[src/rtl/pipe_ctrl_pkg.sv]
// Shared types and constants for the pipeline stall/flush controller.
package pipe_ctrl_pkg;

    // Width of an architectural register address (x0..x31).
    localparam int REG_ADDR_W = 5;

    // Canonical RISC-V NOP (addi x0, x0, 0).
    // The pipeline registers load this when a flush is requested.
    localparam logic [31:0] NOP_INSTR = 32'h0000_0013;

    // Controller states. Encoding 3 is never entered and is treated as ERR.
    typedef enum logic [1:0] {
        RUN      = 2'd0,
        MEM_WAIT = 2'd1,
        ERR      = 2'd2
    } ctrl_state_t;

endpackage

[src/rtl/pipe_ctrl_hazard_detect.sv]
// Load-use comparator.
// Flags when the load currently in EX writes a register that the ID
// instruction is about to read. Register x0 never produces a hazard.
module pipe_ctrl_hazard_detect
    import pipe_ctrl_pkg::*;
(
    input  logic [REG_ADDR_W-1:0] id_rs1,
    input  logic [REG_ADDR_W-1:0] id_rs2,
    input  logic                  id_uses_rs1,
    input  logic                  id_uses_rs2,
    input  logic [REG_ADDR_W-1:0] ex_rd,
    input  logic                  ex_RegWEn,
    input  logic                  ex_is_load,
    output logic                  load_use_hazard
);

    logic rs1_match;
    logic rs2_match;

    assign rs1_match = id_uses_rs1 && (id_rs1 == ex_rd);
    assign rs2_match = id_uses_rs2 && (id_rs2 == ex_rd);

    assign load_use_hazard = ex_is_load && ex_RegWEn && (ex_rd != '0)
                             && (rs1_match || rs2_match);

endmodule

[src/rtl/pipeline_hazard_ctrl.sv]
// Central stall/flush controller for the 5-stage pipeline.
// Resolves load-use, taken-branch and data-memory-wait hazards in the
// same cycle they appear. A watchdog moves to a sticky error state when
// a memory access stays outstanding for MEM_TIMEOUT consecutive cycles.
// Optional perf counters are built when PIPE_CTRL_PERF_EN is defined.
module pipeline_hazard_ctrl
    import pipe_ctrl_pkg::*;
#(
    parameter int MEM_TIMEOUT = 16,
    parameter int CNT_W       = 32
) (
    input  logic                  clk,
    input  logic                  reset,
    input  logic [REG_ADDR_W-1:0] id_rs1,
    input  logic [REG_ADDR_W-1:0] id_rs2,
    input  logic                  id_uses_rs1,
    input  logic                  id_uses_rs2,
    input  logic [REG_ADDR_W-1:0] ex_rd,
    input  logic                  ex_RegWEn,
    input  logic                  ex_is_load,
    input  logic                  ex_branch_taken,
    input  logic                  mem_req,
    input  logic                  mem_ready,
    output logic                  pc_en,
    output logic                  ifid_en,
    output logic                  idex_en,
    output logic                  exmem_en,
    output logic                  ifid_flush,
    output logic                  idex_flush,
    output logic                  memwb_bubble,
    output logic                  mem_timeout,
    output logic [1:0]            ctrl_state
`ifdef PIPE_CTRL_PERF_EN
    ,
    output logic [CNT_W-1:0]      stall_cnt,
    output logic [CNT_W-1:0]      flush_cnt
`endif
);

    localparam int WAIT_W = $clog2(MEM_TIMEOUT + 1);

    ctrl_state_t       state_q, state_d;
    logic [WAIT_W-1:0] wait_cnt_q, wait_cnt_d;
    logic              load_use_hazard;
    logic              resolve;

    pipe_ctrl_hazard_detect u_hazard_detect (
        .id_rs1          (id_rs1),
        .id_rs2          (id_rs2),
        .id_uses_rs1     (id_uses_rs1),
        .id_uses_rs2     (id_uses_rs2),
        .ex_rd           (ex_rd),
        .ex_RegWEn       (ex_RegWEn),
        .ex_is_load      (ex_is_load),
        .load_use_hazard (load_use_hazard)
    );

    // Next-state, wait counter and Mealy pipeline controls.
    // The freeze has top priority. A branch or load-use seen while frozen
    // is acted on only in the release cycle.
    always_comb begin
        pc_en        = 1'b1;
        ifid_en      = 1'b1;
        idex_en      = 1'b1;
        exmem_en     = 1'b1;
        ifid_flush   = 1'b0;
        idex_flush   = 1'b0;
        memwb_bubble = 1'b0;
        mem_timeout  = 1'b0;
        state_d      = state_q;
        wait_cnt_d   = wait_cnt_q;
        resolve      = 1'b0;

        if (reset) begin
            state_d    = RUN;
            wait_cnt_d = '0;
        end else begin
            case (state_q)
                RUN: begin
                    if (mem_req && !mem_ready) begin
                        state_d    = MEM_WAIT;
                        wait_cnt_d = WAIT_W'(1);
                    end else begin
                        resolve = 1'b1;
                    end
                end
                MEM_WAIT: begin
                    if (mem_ready) begin
                        resolve    = 1'b1;
                        state_d    = RUN;
                        wait_cnt_d = '0;
                    end else if (wait_cnt_q == WAIT_W'(MEM_TIMEOUT - 1)) begin
                        state_d = ERR;
                    end else begin
                        wait_cnt_d = wait_cnt_q + WAIT_W'(1);
                    end
                end
                default: begin
                    // ERR, and the unused encoding, which decodes as ERR.
                    mem_timeout = 1'b1;
                end
            endcase

            if (resolve) begin
                if (ex_branch_taken) begin
                    // Squashes the ID instruction, so load-use is moot.
                    ifid_flush = 1'b1;
                    idex_flush = 1'b1;
                end else if (load_use_hazard) begin
                    pc_en      = 1'b0;
                    ifid_en    = 1'b0;
                    idex_flush = 1'b1;
                end
            end else begin
                // Full freeze, in the wait states and in ERR alike.
                pc_en        = 1'b0;
                ifid_en      = 1'b0;
                idex_en      = 1'b0;
                exmem_en     = 1'b0;
                memwb_bubble = 1'b1;
            end
        end
    end

    // State and wait-counter registers.
    always_ff @(posedge clk) begin
        if (reset) begin
            state_q    <= RUN;
            wait_cnt_q <= '0;
        end else begin
            state_q    <= state_d;
            wait_cnt_q <= wait_cnt_d;
        end
    end

    assign ctrl_state = (state_q == RUN || state_q == MEM_WAIT) ? state_q : ERR;

`ifdef PIPE_CTRL_PERF_EN
    logic [CNT_W-1:0] stall_cnt_q, stall_cnt_d;
    logic [CNT_W-1:0] flush_cnt_q, flush_cnt_d;

    // Saturating counts of stalled-PC cycles and front-end flushes.
    always_comb begin
        stall_cnt_d = stall_cnt_q;
        flush_cnt_d = flush_cnt_q;
        if (!pc_en && (stall_cnt_q != '1)) begin
            stall_cnt_d = stall_cnt_q + CNT_W'(1);
        end
        if (ifid_flush && (flush_cnt_q != '1)) begin
            flush_cnt_d = flush_cnt_q + CNT_W'(1);
        end
    end

    // Perf counter registers.
    always_ff @(posedge clk) begin
        if (reset) begin
            stall_cnt_q <= '0;
            flush_cnt_q <= '0;
        end else begin
            stall_cnt_q <= stall_cnt_d;
            flush_cnt_q <= flush_cnt_d;
        end
    end

    assign stall_cnt = stall_cnt_q;
    assign flush_cnt = flush_cnt_q;
`else
    // Counters are not built; a non-positive width elaborates nothing extra.
    if (CNT_W < 1) begin : g_cnt_w_unused
    end
`endif

endmodule

[config.mk]
export PLATFORM = sky130hd
export DESIGN_NAME = pipeline_hazard_ctrl
export DESIGN_NICKNAME = d
export VERILOG_FILES = /design/src/rtl/pipe_ctrl_pkg.sv /design/src/rtl/pipe_ctrl_hazard_detect.sv /design/src/rtl/pipeline_hazard_ctrl.sv
export SDC_FILE = /design/constraint.sdc
export NUM_CORES = 1
export LEC_CHECK = 0
export CORE_UTILIZATION = 42
export CTS_BUF_LIST = sky130_fd_sc_hd__clkbuf_2
export CTS_CLUSTER_DIAMETER = 200
export DETAILED_ROUTE_END_ITERATION = 8
export PLACE_DENSITY = 0.86
export SYNTH_ARGS = -nofsm -noshare
export SYNTH_HDL_FRONTEND = slang
export SYNTH_HIERARCHICAL = 1
export SYNTH_SLANG_ARGS = --single-unit
[constraint.sdc]
create_clock -name clk -period 3.9 [get_ports clk]
set_input_delay 0.39 -clock clk [delete_from_list [all_inputs] [get_ports clk]]
set_output_delay 0.39 -clock clk [all_outputs]
set_load 0.1 [all_outputs]
==> out/qor.txt, run 1 <==
# setup viols final -> 0
Worst-case clock buffer depth -> 2
CP Launch Type -> input port
First-pass DRT Iterations -> 4
Initial antenna violation count -> 0
Synthesized Nets -> 102
Pleak -> 0.000345 uW
Core area -> 1330 sq um
DR iter-0 viols -> 18
Critical Path Sink -> pc_en
Measured slew at the worst slew-check pin -> 0.967 ns
Top_reg_cell synth -> dfxtp_1
Post-Route WL -> 1570 um
Die W -> 40.3 um
Outcome -> finished, final reports clean
Peak VDD IR -> 0.000130 V
Post-synth EDFFs -> 0
Top cells by count, synth -> xor2_1, dfxtp_1, nor2_1
Die Height -> 40.3 um
Yosys top cell area share -> 22.7%
GPL Wtd Cong -> 0.797
CTS Buf Count -> 3
Placed cells -> 117
Ys Warns -> 6
Gr ovfl total -> 0
HPWL after DPL -> 1240 um
Final Hold Vio Count -> 0
Post-Syn Area -> 617 sq um
Die area -> 1630 sq um
Worst-path clk slew -> 0.07 ns
H-Tree Depth -> 1
TritonCTS clock tree -> yes
Synth unique cells -> 33
RSZ-0062 raised after global routing -> false
Layout cells sized above 1 -> 14.2%
Power Dens Cells -> 239 nW/um^2
Vias per cell -> 5.29
FF-to-FF Start -> wait_cnt_q[0]
Post-CTS Hold Buffers -> 0
Crit path capture type -> primary output
Fraction of registers with async set/reset -> 0%
Crit path time final -> 2.64 ns
Dpl ws -> 1.25 ns
PostCTS Resize Cnt -> 0
Antenna diode count -> 0
Max-cap violations -> 0
# DRC -> 0
Worst Reg-to-Reg Cells -> 6
First-pass GRT wire length -> 2220 um
Hold Crit Class -> flip-flop to flip-flop
Post-synthesis instance total -> 76
Seq/Total Area, Yosys -> 22.7%
Largest area contributor in the netlist -> dfxtp_1
Worst-path fanout max -> 3
Ranking of synthesized cells by area -> dfxtp_1, xor2_1, o211ai_1
Number of routed nets with antenna violations -> 0
IO Count -> 34
Syn_area_per_cell -> 8.12 sq um
Arr. time, crit path -> 2.25 ns
Nets -> 133
Setup crit start -> ex_rd[2]
Total Routing Usage GR -> 20.8%
Slowest-stage cell, CP -> or4_1
Vias in the first global route -> 528
Cells along the critical path -> clkdlybuf4s50_1, or4_1, o211ai_2, a21oi_1, nor2b_1, o21bai_1, buf_4
Worst reg2reg endpoint -> wait_cnt_q[3]
Layout Cells excl Fill -> 121
Num rows -> 13
Slowest stage delay, CP -> 0.55 ns
Total negative slack -> 0 ns
Most common cell in the netlist -> xor2_1
CP required -> 3.51 ns
WP depth -> 7
Slack of the critical path -> 1.26 ns
Delay-heaviest family, CP -> buffers and inverters
CTS sink cnt -> 7
WL/cell -> 13.0 um
WS Path Type -> input port to primary output
Clock root buffer -> clkbuf_2
Area Growth Syn to Fin -> 49.7%
R2R Setup Slk -> 1.91 ns
CP Buf/Inv Count -> 2
I/O Buffers -> 33
Initial core utilization -> 46.2%
Final Max Slew Viols -> 0
Fmax -> 379 MHz
Fin crit share -> 67.7%
Largest net degree at the start of global routing -> 14
Via count -> 640
#FFs+latches synth -> 7
Skew final -> 0.00977 ns
Clk_lat worst skew -> 0.24 ns
Slew Limit Headroom -> 35.3%
Post-CTS setup buffer count -> 0
cell families (layout without fill, tap and decap cells):
kind of cell | Yosys count | in the layout | synth area share (%)
fa+ha+maj | 2 | 2 | 4.06
xor+xnor | 10 | 10 | 14.2
compound gates | 19 | 19 | 22.3
flops | 7 | 7 | 22.7
simple gates | 28 | 28 | 28.0
buf+inv | 10 | 40 | 8.72
routing by layer:
metal  GRT usage (%)  routed length, um  vias up
met4            3.33                  0        0
met2            35.7                812       16
li1                -                  -      332
met5               0                  0        -
met1            24.5                668      292
met3            8.33                 90        0
worst min-delay path, stage by stage, from the launching register on:
cell      delay, ns
dfxtp_1        0.34
inv_1          0.06
a211oi_1       0.06
placed cells by master, fill, tap and decap left out, types with 3 or more instances in the layout:
cell type,instances
dfxtp_1,7
nor2_1,5
clkdlybuf4s50_1,25
o211ai_1,4
clkbuf_2,4
inv_1,3
xor2_1,8
a21oi_1,4
buf_4,8
nand3_1,4
nor2b_1,4
sequential cells by signal, summed over array words and instances (netlist names):
signal	count
state_q	2
wait_cnt_q	5
worst min-delay path by stage:
| stage | startpoint | to | depth (start not counted) |
|---|---|---|---|
| after global routing | wait_cnt_q[0] | wait_cnt_q[0] | 2 |
| after CTS | wait_cnt_q[4] | wait_cnt_q[4] | 2 |
| after global placement | wait_cnt_q[0] | wait_cnt_q[0] | 2 |
| final | wait_cnt_q[0] | wait_cnt_q[0] | 2 |
| after floorplan | wait_cnt_q[0] | wait_cnt_q[0] | 2 |
| after detailed placement | wait_cnt_q[4] | wait_cnt_q[4] | 2 |
area by class of cell:
cell class,count,area [sq um]
multi-input combinational,59,423
fill,119,410
timing repair buffer,33,310
sequential,7,140
clock buffer,4,20.0
tap,15,18.8
inverter,3,11.3
report_power, final:
part           leakage [uW]  switching, uW  internal [uW]
sequential        0.0000568           2.00           73.2
combinational      0.000272           53.4           37.2
clock             0.0000166           27.8           27.3
per-stage QoR:
stage / hold slack (ns) / power (uW) / area, sq um / util (%)
after floorplan: 0.465 / 132 / 617 / -
final: 0.510 / 221 / 923 / 69.2
after global routing: 0.559 / 232 / 923 / 69.2
after detailed placement: 0.499 / 167 / 903 / 67.7
after CTS: 0.509 / 222 / 923 / 69.2
after global placement: 0.483 / 166 / 903 / 67.7
Power figures use the tool's default switching activity.
==> run 2, diff against run 1 <==
--- a/config.mk
+++ b/config.mk
@@ -5,11 +5,12 @@
 export SDC_FILE = /design/constraint.sdc
 export NUM_CORES = 1
 export LEC_CHECK = 0
-export CORE_UTILIZATION = 42
+export CORE_ASPECT_RATIO = 1.25
+export CORE_UTILIZATION = 35
 export CTS_BUF_LIST = sky130_fd_sc_hd__clkbuf_2
 export CTS_CLUSTER_DIAMETER = 200
 export DETAILED_ROUTE_END_ITERATION = 8
-export PLACE_DENSITY = 0.86
+export PLACE_DENSITY = 0.77
 export SYNTH_ARGS = -nofsm -noshare
 export SYNTH_HDL_FRONTEND = slang
 export SYNTH_HIERARCHICAL = 1
==> constraint.sdc (replaced) <==
create_clock -name clk -period 2.25 [get_ports clk]
set_input_delay 0.225 -clock clk [delete_from_list [all_inputs] [get_ports clk]]
set_output_delay 0.225 -clock clk [all_outputs]
set_load 0.1 [all_outputs]
==> run 2 against run 1 <==
Net effect: first-iteration DRC count is 83% lower; sequential power is 73% higher; routed wire length is 8.7% higher; non-clock buffer count is 4 higher.
==> out/qor.txt, run 2 (synthesis results as in run 1) <==
Layout cells sized above 1 -> 25.5%
Crit path time final -> 2.13 ns
Clk_lat worst skew -> 0.24 ns
Initial antenna violation count -> 0
Largest net degree at the start of global routing -> 14
Via count -> 688
Gr ovfl total -> 0
CP Buf/Inv Count -> 2
CP Launch Type -> input port
WL/cell -> 13.3 um
Number of routed nets with antenna violations -> 0
H-Tree Depth -> 1
# setup viols final -> 0
HPWL after DPL -> 1390 um
Slowest stage delay, CP -> 0.47 ns
Worst-path clk slew -> 0.07 ns
Largest registers -> wait_cnt_q: 5 flops, state_q: 2 flops
TritonCTS clock tree -> yes
Slowest-stage cell, CP -> clkdlybuf4s50_1
Arr. time, crit path -> 1.91 ns
Pleak -> 0.000422 uW
GPL Wtd Cong -> 0.688
CP required -> 2.03 ns
Hold Crit Class -> flip-flop to flip-flop
Logic pwr share -> 44.5%
Commonest non-fill, non-tap cells in the layout -> clkdlybuf4s50_1, buf_12, xor2_1
Num rows -> 16
I/O Buffers -> 33
Worst-path fanout max -> 3
DR iter-0 viols -> 3
Nets -> 137
Post-Route WL -> 1710 um
Cells along the critical path -> clkdlybuf4s50_1, xor2_1, nor4_1, nand3_1, a21oi_2, nor2b_2, o21bai_2, buf_12
Die Height -> 48.9 um
CTS Buf Count -> 3
First-pass DRT Iterations -> 2
Vias per cell -> 5.38
Initial core utilization -> 38.5%
WS Path Type -> input port to primary output
Post-CTS Hold Buffers -> 0
Slew Limit Headroom -> 65.0%
Max reg flops -> 5
Commonest non-fill, non-tap cell in the layout -> clkdlybuf4s50_1
Total Routing Usage GR -> 19.4%
Clock root buffer -> clkbuf_2
IO Count -> 34
Worst hold margin -> 0.496 ns
Max-cap violations -> 0
CTS sink cnt -> 7
Vias in the first global route -> 665
Biggest register -> wait_cnt_q
Fin crit share -> 94.7%
Power Dens Cells -> 380 nW/um^2
# DRC -> 0
Measured slew at the worst slew-check pin -> 0.523 ns
Peak VDD IR -> 0.000292 V
Post-CTS setup buffer count -> 0
Area Growth Syn to Fin -> 74.6%
Clock power frac -> 23.7%
Slack of the critical path -> 0.119 ns
Fmax -> 469 MHz
Switching part of the total -> 37.1%
Power share of the sequential group -> 31.9%
Skew final -> 0.00350 ns
Int Power -> 257 uW
Final Hold Vio Count -> 0
P_sw -> 152 uW
RSZ-0062 raised after global routing -> false
Outcome -> finished, final reports clean
First-pass GRT wire length -> 2620 um
Core area -> 1600 sq um
Final Max Slew Viols -> 0
Crit path capture type -> primary output
Worst-case clock buffer depth -> 2
Antenna diode count -> 0
Dpl ws -> -0.0341 ns
Delay-heaviest family, CP -> buffers and inverters
Die W -> 39.6 um
Die area -> 1940 sq um
==> run 2: metal layers <==
layer	part of all wire, %	wire length, um	GRT usage [%]	up-vias
met1	36	616	17.6	309
li1	-	-	-	340
met2	47	795	33.6	35
met4	2.3	39	12.1	0
met3	15	256	6.85	4
met5	0	0	0	-
==> run 2: worst reg2reg max path, delay by kind of cell (launching register included) <==
kind | cells | cell delay (ns)
DFF | 1 | 0.34
adders and majority gates | 2 | 0.43
and+or+nand+nor | 3 | 0.93
AOI/OAI and AO/OA | 1 | 0.16
==> run 2: layout make-up <==
class	count	area, sq um
well taps	18	22.5
multi-input cells	59	449
inverters	3	11.3
repair buffers	37	434
fillers	141	524
clock buffers	4	20.0
flip-flops and latches	7	140
==> run 2: worst paths after layout <==
path,startpoint,to,slack (ns),cells past startpoint
hold / removal,wait_cnt_q[0],wait_cnt_q[0],0.50,2
hold reg to reg,wait_cnt_q[0],wait_cnt_q[0],0.50,2
setup / recovery,ex_rd[3],pc_en,0.12,8
setup reg to reg,wait_cnt_q[0],wait_cnt_q[3],0.33,6
==> run 2: repair_timing <==
action | 4_1_cts | 5_1_grt
pin swaps | 1 | 3
gates resized for setup | 5 | 2
hold endpoints to repair | 0 | 0
setup endpoints to repair | 2 | 3
==> run 2: stage by stage <==
stage	utilization, %	total power (uW)	TNS [ns]	instance area, sq um	cells
finish	67.3	409	0	1080	128
global route	67.3	429	0	1080	128
CTS	67.0	414	0	1070	128
floorplan	-	231	-0.395	633	76
global placement	65.5	314	-0.00128	1050	124
detailed placement	65.5	317	-0.0677	1050	124
==> run 2: power groups by stage <==
stage / logic, uW / clock network, uW / registers (uW)
after detailed placement: 184 / 0 / 133
after global placement: 181 / 0 / 133
after floorplan: 98.5 / 0 / 132
final: 182 / 96.8 / 130
after global routing: 193 / 105 / 131
after CTS: 183 / 100 / 130
